**config.mk**
```make
export PLATFORM = sky130hd
export DESIGN_NAME = input_conditioner
export DESIGN_NICKNAME = d
export VERILOG_FILES = /design/src/rtl/input_conditioner_pkg.sv /design/src/rtl/input_conditioner_debounce_ch.sv /design/src/rtl/input_conditioner.sv
export SDC_FILE = /design/constraint.sdc
export NUM_CORES = 1
export LEC_CHECK = 0
export CAP_MARGIN = 20
export CORE_ASPECT_RATIO = 2
export CORE_MARGIN = 10
export CORE_UTILIZATION = 60
export CTS_BUF_LIST = sky130_fd_sc_hd__clkbuf_4 sky130_fd_sc_hd__clkbuf_8
export DETAILED_ROUTE_END_ITERATION = 16
export GPL_ROUTABILITY_DRIVEN = 0
export HOLD_SLACK_MARGIN = 0.08
export PLACE_DENSITY = 0.81
export SYNTH_ARGS = -nofsm -noshare
export SYNTH_HDL_FRONTEND = slang
export SYNTH_HIERARCHICAL = 1
export SYNTH_SLANG_ARGS = --single-unit
```
**constraint.sdc**
```tcl
create_clock -name clk -period 5.15 [get_ports clk]
set_input_delay 0.7725 -clock clk [delete_from_list [all_inputs] [get_ports clk]]
set_output_delay 0.7725 -clock clk [all_outputs]
set_load 0.01 [all_outputs]
```
**src/rtl/input_conditioner_pkg.sv**
```systemverilog
// Shared types and helpers for the input conditioner: channel debounce states
// and the tick prescaler width.
package input_conditioner_pkg;

    typedef enum logic [1:0] {
        S_LO  = 2'd0,
        S_WHI = 2'd1,
        S_HI  = 2'd2,
        S_WLO = 2'd3
    } ch_state_t;

    // Never returns 0 so a TICK_CYCLES of 1 still yields a legal vector.
    function automatic int unsigned presc_width(input int unsigned cycles);
        int unsigned w;
        w = $clog2(cycles);
        return (w == 0) ? 1 : w;
    endfunction

endpackage

```
**src/rtl/input_conditioner_debounce_ch.sv**
```systemverilog
// One conditioning channel: 2-flop synchroniser followed by a tick-timed
// debounce FSM with registered level and single-cycle rise/fall pulses.
module debounce_ch
    import input_conditioner_pkg::*;
#(
    parameter int unsigned DEBOUNCE_T = 20
) (
    input  logic clk,
    input  logic rst,
    input  logic raw,
    input  logic tick,
    output logic level,
    output logic rise,
    output logic fall
);

    localparam logic [7:0] CNT_LAST = 8'(DEBOUNCE_T - 1);

    logic [1:0] sync;
    logic       s;
    ch_state_t  state, state_nx;
    logic [7:0] cnt, cnt_nx;
    logic       level_nx, rise_nx, fall_nx;

    assign s = sync[1];

    always_ff @(posedge clk or posedge rst) begin
        if (rst) begin
            sync  <= '0;
            state <= S_LO;
            cnt   <= '0;
            level <= 1'b0;
            rise  <= 1'b0;
            fall  <= 1'b0;
        end else begin
            sync  <= {sync[0], raw};
            state <= state_nx;
            cnt   <= cnt_nx;
            level <= level_nx;
            rise  <= rise_nx;
            fall  <= fall_nx;
        end
    end

    // A bounce takes priority over a coincident tick: the count is not advanced.
    always_comb begin
        state_nx = state;
        cnt_nx   = cnt;
        level_nx = level;
        rise_nx  = 1'b0;
        fall_nx  = 1'b0;
        unique case (state)
            S_LO: begin
                if (s) begin
                    state_nx = S_WHI;
                    cnt_nx   = '0;
                end
            end
            S_WHI: begin
                if (!s) begin
                    state_nx = S_LO;
                end else if (tick) begin
                    if (cnt == CNT_LAST) begin
                        state_nx = S_HI;
                        cnt_nx   = '0;
                        level_nx = 1'b1;
                        rise_nx  = 1'b1;
                    end else begin
                        cnt_nx = cnt + 8'd1;
                    end
                end
            end
            S_HI: begin
                if (!s) begin
                    state_nx = S_WLO;
                    cnt_nx   = '0;
                end
            end
            S_WLO: begin
                if (s) begin
                    state_nx = S_HI;
                end else if (tick) begin
                    if (cnt == CNT_LAST) begin
                        state_nx = S_LO;
                        cnt_nx   = '0;
                        level_nx = 1'b0;
                        fall_nx  = 1'b1;
                    end else begin
                        cnt_nx = cnt + 8'd1;
                    end
                end
            end
            default: state_nx = S_LO;
        endcase
    end

endmodule

```
**src/rtl/input_conditioner.sv**
```systemverilog
// Front-end conditioner for the hit switches and start/mode button: shared
// debounce tick, per-channel debounce, and button press/short/long detection.
module input_conditioner
    import input_conditioner_pkg::*;
#(
    parameter int unsigned N_SW        = 8,
    parameter int unsigned TICK_CYCLES = 50000,
    parameter int unsigned DEBOUNCE_T  = 20,
    parameter int unsigned LONG_T      = 1000
) (
    input  logic            clk,
    input  logic            rst,
    input  logic [N_SW-1:0] sw_raw,
    input  logic            btn_raw,
    output logic [N_SW-1:0] sw_level,
    output logic [N_SW-1:0] sw_rise,
    output logic            btn_level,
    output logic            btn_press,
    output logic            btn_short,
    output logic            btn_long
);

    localparam int unsigned PW         = presc_width(TICK_CYCLES);
    localparam logic [PW-1:0] PRESC_LAST = PW'(TICK_CYCLES - 1);
    localparam logic [15:0]   LONG_LAST  = 16'(LONG_T - 1);

    logic [PW-1:0]   presc;
    logic            tick;
    logic [N_SW-1:0] sw_fall_unused;
    logic            btn_fall;
    logic [15:0]     hold_cnt;
    logic            long_done;

    assign tick = (presc == PRESC_LAST);

    always_ff @(posedge clk or posedge rst) begin
        if (rst) begin
            presc <= '0;
        end else if (tick) begin
            presc <= '0;
        end else begin
            presc <= presc + PW'(1);
        end
    end

    for (genvar i = 0; i < N_SW; i++) begin : g_sw
        debounce_ch #(.DEBOUNCE_T(DEBOUNCE_T)) u_sw (
            .clk   (clk),
            .rst   (rst),
            .raw   (sw_raw[i]),
            .tick  (tick),
            .level (sw_level[i]),
            .rise  (sw_rise[i]),
            .fall  (sw_fall_unused[i])
        );
    end

    debounce_ch #(.DEBOUNCE_T(DEBOUNCE_T)) u_btn (
        .clk   (clk),
        .rst   (rst),
        .raw   (btn_raw),
        .tick  (tick),
        .level (btn_level),
        .rise  (btn_press),
        .fall  (btn_fall)
    );

    // hold_cnt stops advancing once long_done is set, which is its saturation point.
    always_ff @(posedge clk or posedge rst) begin
        if (rst) begin
            hold_cnt  <= '0;
            long_done <= 1'b0;
            btn_long  <= 1'b0;
            btn_short <= 1'b0;
        end else begin
            btn_long  <= 1'b0;
            btn_short <= 1'b0;
            if (btn_press) begin
                hold_cnt  <= '0;
                long_done <= 1'b0;
            end else if (btn_level && tick && !long_done) begin
                hold_cnt <= hold_cnt + 16'd1;
                if (hold_cnt == LONG_LAST) begin
                    btn_long  <= 1'b1;
                    long_done <= 1'b1;
                end
            end
            if (btn_fall) begin
                btn_short <= !long_done;
                long_done <= 1'b0;
            end
        end
    end

endmodule

```
==> results.sh, run 1 <==
export IMPL_coreArea_mm2=0.0126
export IMPL_dp_hpwl_mm=11.6
export IMPL_layout_commonest_cell="dfrtp_1"
export IMPL_dieHeight_um=181
export IMPL_nets=820
export IMPL_r2r_slack_ns=1.90
export IMPL_route_detailed_drc=0
export IMPL_power_frac_seq=0.560
export IMPL_min_period_ns=3.25
export IMPL_rr_startpoint="presc[5]"
export IMPL_ios=31
export IMPL_fin_crit_sh=0.630
export IMPL_die_w_um=100
export IMPL_grt_pass1_vias=6184
export IMPL_area_growth_pct=11.2
export IMPL_vias_per_cell=6.19
export IMPL_final_max_slew_viol_count=0
export IMPL_cp_data_required_time_ns=5.50
export IMPL_final_cell_mix="dfrtp_1, nand2_1, nor2_1, nand4_1, xor2_1"
export IMPL_path_class="flip-flop to flip-flop"
export IMPL_portBuffers=30
export IMPL_critPathArrivalTime_ns=3.60
export IMPL_reg2reg_to="g_sw[7].u_sw/cnt[7]"
export IMPL_nFillCells=952
export IMPL_synthesis_area_mm2=0.00775
export IMPL_status="finished, final reports clean"
export IMPL_insertion_delay_ns=0.44
export IMPL_antenna_found_initial=0
export IMPL_grt_remaining_overflow=0
export IMPL_post_cts_setup_buffer_count=0
export IMPL_postPlaceCellArea_mm2=0.00821
export IMPL_end_kind="flip-flop"
export IMPL_grt_max_degree=36
export IMPL_vdd_drop_max_uv=254
export IMPL_track_usage=0.179
export IMPL_clk_pin_slew_ns=0.09
export IMPL_clockBufferDepth=2
export IMPL_min_to="g_sw[5].u_sw/sync[1]"
export IMPL_drive_gt1_frac=0.0814
export IMPL_fmaxAchievable_ghz=0.308
export IMPL_fin_setup_tns_ns=0
export IMPL_stdcell_count=961
export IMPL_place_ws_ns=1.97
export IMPL_drt_iter0_markers=336
export IMPL_p_leak_nw=3.89
export IMPL_detail_route_antenna_nets=0
export IMPL_num_vias=5951
export IMPL_internal_power_mw=1.84
export IMPL_clock_root_buffer="clkbuf_8"
export IMPL_rows=58
export IMPL_wl_mm=16.0
export IMPL_setup_viol=0
export IMPL_worst_slew_pin_slew_ns=0.794
export IMPL_power_switching_share=0.249
export IMPL_grt_pass1_wl_mm=27.1
export IMPL_powerDensity_mw_per_mm2=284
export IMPL_start_util=0.614
export IMPL_wl_per_cell_um=16.6
export IMPL_fin_worst_skew_ns=0.0165
export IMPL_finalInstanceArea_mm2=0.00862
export IMPL_cts_resized=0
export IMPL_setup_ws_ns=1.90
export IMPL_synth_avg_cell_area_um2=10.2
export IMPL_max_slew_margin_rel=0.470
export IMPL_min_path_cells=0
export IMPL_synthesis_nets=779
export IMPL_critPathLaunchType="flip-flop"
export IMPL_cts_hold_fix_buffers=0
export IMPL_p_sw_uw=608
export IMPL_reg2regPathDepth=8
export IMPL_clock_sinks=162
export IMPL_hold_start="g_sw[5].u_sw/sync[0]"
export IMPL_crit_fanout=35
export IMPL_drv_cap=0
export IMPL_hold_viol_final=0
export IMPL_rsz0062_at_grt="no"
export IMPL_ctsHtreeMaxLevel=4
export IMPL_syn_inst=757
export IMPL_fp_dieArea_mm2=0.0181
export IMPL_drt_pass1_iterations=5
export IMPL_antenna_cells=0
export IMPL_combPwrFrac=0.061
export IMPL_whs_ns=0.346
export IMPL_dpl_cell_count=929
export IMPL_numCtsBuffers=17
export IMPL_cts_tree="done"
export IMPL_clkPwrFrac=0.379
export IMPL_yosys_warnings=6
export IMPL_min_path_type="flip-flop to flip-flop"
==> through the flow <==
stage	util	total power, mW
after floorplan	-	1.49
after global placement	0.650	1.53
after detailed placement	0.650	1.54
after CTS	0.682	2.48
after global routing	0.682	2.56
final	0.682	2.45
==> how the worst max path moves through the flow <==
stage	startpoint	end	slack (ns)	cells past startpoint
5_1_grt	presc[11]	g_sw[1].u_sw/cnt[7]	1.61	8
3_5_place_dp	presc[13]	g_sw[7].u_sw/cnt[7]	1.97	8
4_1_cts	presc[13]	g_sw[7].u_sw/cnt[7]	1.97	8
2_1_floorplan	presc[13]	g_sw[1].u_sw/cnt[7]	1.47	8
3_3_place_gp	presc[13]	g_sw[1].u_sw/cnt[7]	2.15	8
6_report	presc[5]	g_sw[7].u_sw/cnt[7]	1.90	8
==> routing by layer <==
layer	GRT usage	vias to the layer above	share of wire
li1	-	2812	-
met1	0.180	2975	0.38
met2	0.333	128	0.56
met3	0.0382	36	0.033
met4	0.0847	0	0.025
met5	0	-	0
==> state kept, by name, indices dropped and copies added, names as in the netlist, 2 cells and up, named ones only <==
name,count
g_sw.u_sw/state,8
g_sw.u_sw/sync,16
g_sw.u_sw/rise,8
u_btn/cnt,8
presc,16
g_sw.u_sw/cnt,64
hold_cnt,16
g_sw.u_sw/level,8
u_btn/sync,2
==> power by group through the flow <==
stage                     logic (mW)  registers, mW  clock network [mW]
after floorplan                0.111           1.38                   0
after global placement         0.140           1.39                   0
after detailed placement       0.151           1.39                   0
after CTS                      0.151           1.37               0.956
after global routing           0.171           1.38                1.01
final                          0.149           1.37               0.928
==> final cells by class <==
cell class,count,area (µm²),share of cell area
clock buffers,21,277,0.0321
clock inverters,11,129,0.0150
inverters,15,56.3,0.00654
multi-input cells,570,3600,0.418
flip-flops and latches,162,4050,0.471
well taps,150,188,0.0218
repair buffers,32,315,0.0366
==> worst max-delay path, stage by stage (launching register included) <==
cell,delay (ns)
dfrtp_1,0.44
and4b_1,0.34
nand3_1,0.57
nor3_2,0.30
buf_4,0.39
nand2b_1,0.35
nand2_4,0.10
or4_1,0.51
a21oi_1,0.17
No activity file was read; power rests on OpenSTA's default activity.
==> inputs of run 2 (changes only) <==
==> constraint.sdc (replaced) <==
create_clock -name clk -period 3.31 [get_ports clk]
set_input_delay 0.4965 -clock clk [delete_from_list [all_inputs] [get_ports clk]]
set_output_delay 0.4965 -clock clk [all_outputs]
set_load 0.01 [all_outputs]
==> results.sh, run 2 (same netlist as run 1, synthesis figures left out) <==
export IMPL_clock_root_buffer="clkbuf_8"
export IMPL_cp_data_required_time_ns=3.66
export IMPL_drt_iter0_markers=306
export IMPL_seq_area_mm2=0.00405
export IMPL_start_util=0.614
export IMPL_insertion_delay_ns=0.44
export IMPL_worst_slew_pin_slew_ns=0.667
export IMPL_end_kind="flip-flop"
export IMPL_whs_ns=0.357
export IMPL_detail_route_antenna_nets=0
export IMPL_largest_register_ff_count=64
export IMPL_ctsHtreeMaxLevel=4
export IMPL_setup_ws_ns=0.554
export IMPL_finalInstanceArea_mm2=0.00862
export IMPL_top_register="g_sw.u_sw/cnt"
export IMPL_grt_pass1_vias=6309
export IMPL_cts_resized=0
export IMPL_antenna_found_initial=0
export IMPL_nFillCells=951
export IMPL_drv_cap=0
export IMPL_p_leak_nw=3.89
export IMPL_fin_setup_tns_ns=0
export IMPL_grt_max_degree=36
export IMPL_wl_per_cell_um=16.8
export IMPL_vias_per_cell=6.24
export IMPL_portBuffers=30
export IMPL_fin_worst_skew_ns=0.0144
export IMPL_post_cts_setup_buffer_count=0
export IMPL_dp_hpwl_mm=11.6
export IMPL_critPathSlowestCell="or4_1"
export IMPL_status="finished, final reports clean"
export IMPL_wl_mm=16.2
export IMPL_place_ws_ns=0.639
export IMPL_max_slew_margin_rel=0.549
export IMPL_clock_sinks=162
export IMPL_die_w_um=100
export IMPL_fp_dieArea_mm2=0.0181
export IMPL_cts_tree="done"
export IMPL_rsz0062_at_grt="no"
export IMPL_clockBufferDepth=2
export IMPL_total_power_mw=3.79
export IMPL_min_path_type="flip-flop to flip-flop"
export IMPL_final_max_slew_viol_count=0
export IMPL_drt_pass1_iterations=5
export IMPL_drive_gt1_frac=0.0802
export IMPL_nets=821
export IMPL_route_detailed_drc=0
export IMPL_max_stage_delay_ns=0.55
export IMPL_critPathLaunchType="flip-flop"
export IMPL_dieHeight_um=181
export IMPL_final_cell_mix="dfrtp_1, nand2_1, nor2_1, nand4_1, xor2_1"
export IMPL_r2r_slack_ns=0.55
export IMPL_vdd_drop_max_uv=380
export IMPL_path_cells="nor3_1 > nand3_1 > nor3_4 > buf_4 > nand2b_1 > nand2_4 > or4_1 > a21oi_1"
export IMPL_critPathArrivalTime_ns=3.10
export IMPL_rows=58
export IMPL_multi_input_comb_area_mm2=0.00360
export IMPL_track_usage=0.183
export IMPL_cts_hold_fix_buffers=0
export IMPL_setup_viol=0
export IMPL_layout_commonest_cell="dfrtp_1"
export IMPL_clk_pin_slew_ns=0.09
export IMPL_numCtsBuffers=17
export IMPL_antenna_cells=0
export IMPL_fin_crit_sh=0.832
export IMPL_ios=31
export IMPL_grt_pass1_wl_mm=28.0
export IMPL_min_period_ns=2.76
export IMPL_fmaxAchievable_ghz=0.363
export IMPL_num_vias=5994
export IMPL_coreArea_mm2=0.0126
export IMPL_powerDensity_mw_per_mm2=440
export IMPL_crit_fanout=35
export IMPL_area_growth_pct=11.2
export IMPL_postPlaceCellArea_mm2=0.00822
export IMPL_grt_remaining_overflow=0
export IMPL_path_class="flip-flop to flip-flop"
export IMPL_hold_viol_final=0
## run 2: layer usage
metal  track usage  wire [µm]  up-vias
met3        0.0394        581       44
met2         0.333       8980      141
met4        0.0864        399        0
met1         0.189       6210     2991
met5             0          0        -
li1              -          -     2818
## run 2: power by group
| group | total [mW] | internal [mW] | leakage, nW | switching [mW] |
|---|---|---|---|---|
| sequential | 2.13 | 2.05 | 2.17 | 0.0818 |
| clock | 1.42 | 0.739 | 0.182 | 0.683 |
| combinational | 0.239 | 0.0818 | 1.54 | 0.157 |
| total | 3.79 | 2.87 | 3.89 | 0.922 |
## run 2: per-stage QoR
stage | cells | util
2_1_floorplan | 757 | -
3_3_place_gp | 930 | 0.651
3_5_place_dp | 930 | 0.651
4_1_cts | 960 | 0.683
5_1_grt | 960 | 0.683
6_report | 960 | 0.683
## run 2: cell type report
class                   count  area share
clock inverters             8      0.0122
well taps                 150      0.0218
clock buffers              22      0.0337
repair buffers             33      0.0375
flip-flops and latches    162       0.470
inverters                  15     0.00653
multi-input cells         570       0.418
## run 2: worst paths after layout
kind,from,end,depth (start not counted)
setup / recovery,presc[7],g_sw[5].u_sw/cnt[7],8
hold / removal,g_sw[5].u_sw/sync[0],g_sw[5].u_sw/sync[1],0
setup reg to reg,presc[7],g_sw[5].u_sw/cnt[7],8
hold reg to reg,g_sw[5].u_sw/sync[0],g_sw[5].u_sw/sync[1],0
max in group asynchronous,rst,g_sw[5].u_sw/cnt[5],2
min in group asynchronous,rst,g_sw[4].u_sw/cnt[4],2
## run 2: worst max-delay path: cells and delay by family (launching register included)
| kind | cells | cell delay, ns |
|---|---|---|
| and+or+nand+nor | 6 | 1.65 |
| DFF | 1 | 0.46 |
| AOI/OAI and AO/OA | 1 | 0.18 |
| buffers and inverters | 1 | 0.37 |
==> inputs of run 3 (changes only) <==
==> constraint.sdc (replaced) <==
create_clock -name clk -period 2.6 [get_ports clk]
set_input_delay 0.39 -clock clk [delete_from_list [all_inputs] [get_ports clk]]
set_output_delay 0.39 -clock clk [all_outputs]
set_load 0.01 [all_outputs]
==> results.sh, run 3 (same netlist as run 1, synthesis figures left out) <==
export IMPL_status="finished, final reports clean"
export IMPL_seq_area_mm2=0.00405
export IMPL_layout_commonest_cell="dfrtp_1"
export IMPL_p_sw_mw=1.22
export IMPL_clkPwrFrac=0.372
export IMPL_antenna_found_initial=0
export IMPL_grt_pass1_vias=6069
export IMPL_vdd_drop_max_uv=425
export IMPL_fmaxAchievable_ghz=0.427
export IMPL_die_w_um=100
export IMPL_ios=31
export IMPL_post_cts_setup_buffer_count=0
export IMPL_multi_input_comb_area_mm2=0.00367
export IMPL_drt_iter0_markers=240
export IMPL_numCtsBuffers=17
export IMPL_grt_max_degree=36
export IMPL_wl_per_cell_um=16.4
export IMPL_nets=822
export IMPL_clock_root_buffer="clkbuf_8"
export IMPL_coreArea_mm2=0.0126
export IMPL_fin_setup_tns_ns=0
export IMPL_stdcell_count=963
export IMPL_end_kind="flip-flop"
export IMPL_fin_crit_sh=0.901
export IMPL_p_leak_nw=3.91
export IMPL_route_detailed_drc=0
export IMPL_clockBufferDepth=2
export IMPL_critPathLaunchType="flip-flop"
export IMPL_crit_fanout=35
export IMPL_fin_worst_skew_ns=0.0139
export IMPL_dpl_cell_count=931
export IMPL_antenna_cells=0
export IMPL_crit_start="presc[11]"
export IMPL_critPathTopFamily="simple AND/OR/NAND/NOR gates"
export IMPL_min_period_ns=2.34
export IMPL_track_usage=0.183
export IMPL_num_vias=5869
export IMPL_drv_cap=0
export IMPL_final_cell_mix="dfrtp_1, nand2_1, nor2_1, nand4_1, xor2_1"
export IMPL_dp_hpwl_mm=11.5
export IMPL_dieHeight_um=181
export IMPL_max_slew_margin_rel=0.621
export IMPL_cts_tree="done"
export IMPL_grt_pass1_wl_mm=27.9
export IMPL_start_util=0.614
export IMPL_power_switching_share=0.255
export IMPL_grt_remaining_overflow=0
export IMPL_ctsHtreeMaxLevel=4
export IMPL_cp_data_required_time_ns=2.98
export IMPL_combPwrFrac=0.063
export IMPL_portBuffers=30
export IMPL_clock_sinks=162
export IMPL_clk_pin_slew_ns=0.09
export IMPL_drt_pass1_iterations=4
export IMPL_critPathArrivalTime_ns=2.72
export IMPL_min_path_type="flip-flop to flip-flop"
export IMPL_fp_dieArea_mm2=0.0181
export IMPL_rsz0062_at_grt="no"
export IMPL_rows=58
export IMPL_path_cells="nor3_1 > nand3_2 > nor3_4 > buf_12 > nand2b_4 > nand2_4 > or4_1 > a21oi_1"
export IMPL_final_max_slew_viol_count=0
export IMPL_powerDensity_mw_per_mm2=551
export IMPL_hold_viol_final=0
export IMPL_rr_startpoint="presc[11]"
export IMPL_largest_register_ff_count=64
export IMPL_wl_mm=15.8
export IMPL_path_class="flip-flop to flip-flop"
export IMPL_detail_route_antenna_nets=0
export IMPL_setup_viol=0
export IMPL_path_buf_inv=1
export IMPL_area_growth_pct=12.3
export IMPL_max_stage_delay_ns=0.43
export IMPL_nFillCells=954
export IMPL_internal_power_mw=3.58
export IMPL_whs_ns=0.355
export IMPL_cts_resized=0
export IMPL_vias_per_cell=6.09
export IMPL_critPathSlowestCell="dfrtp_1"
export IMPL_insertion_delay_ns=0.45
export IMPL_drive_gt1_frac=0.0947
export IMPL_cts_hold_fix_buffers=0
export IMPL_worst_slew_pin_slew_ns=0.569
export IMPL_hold_start="g_sw[7].u_sw/sync[0]"
export IMPL_top_register="g_sw.u_sw/cnt"
export IMPL_power_frac_seq=0.565
[run 3: power groups by stage]
stage / clock network (mW) / registers [mW] / logic, mW
floorplan: 0 / 2.73 / 0.224
global placement: 0 / 2.75 / 0.282
detailed placement: 0 / 2.76 / 0.303
CTS: 1.83 / 2.71 / 0.306
global route: 1.93 / 2.73 / 0.347
finish: 1.78 / 2.71 / 0.302
[run 3: layout make-up]
cell class              count  share of cell area
flip-flops and latches    162               0.466
well taps                 150              0.0216
inverters                  15             0.00647
clock buffers              22              0.0334
multi-input cells         570               0.422
repair buffers             34              0.0394
clock inverters            10              0.0115
[run 3: metal layers]
layer  up-vias  track usage  wire length (µm)
met5         -            0                 0
met4         0       0.0636               246
met3        19       0.0405               503
met2       100        0.334              8980
met1      2920        0.198              6090
li1       2830            -                 -
[run 3: path summary, 6_finish.rpt]
path,to,slack (ns),cells past startpoint
max reg2reg,g_sw[1].u_sw/cnt[7],0.26,8
max,g_sw[1].u_sw/cnt[7],0.26,8
min reg2reg,g_sw[7].u_sw/sync[1],0.35,0
min in group asynchronous,asynchronous set/reset pin,0.73,2
max in group asynchronous,g_sw[3].u_sw/cnt[0],1.47,2
min,g_sw[7].u_sw/sync[1],0.35,0
[run 3: metrics by stage]
stage                     power, mW  utilization  setup WS [ns]  area, µm²
after CTS                      4.84        0.689          0.256       8700
after global placement         3.03        0.658          0.371       8310
after floorplan                2.96            -        -0.0461       7840
final                          4.80        0.689          0.257       8700
after detailed placement       3.06        0.658          0.264       8310
after global routing           5.01        0.689         0.0840       8700
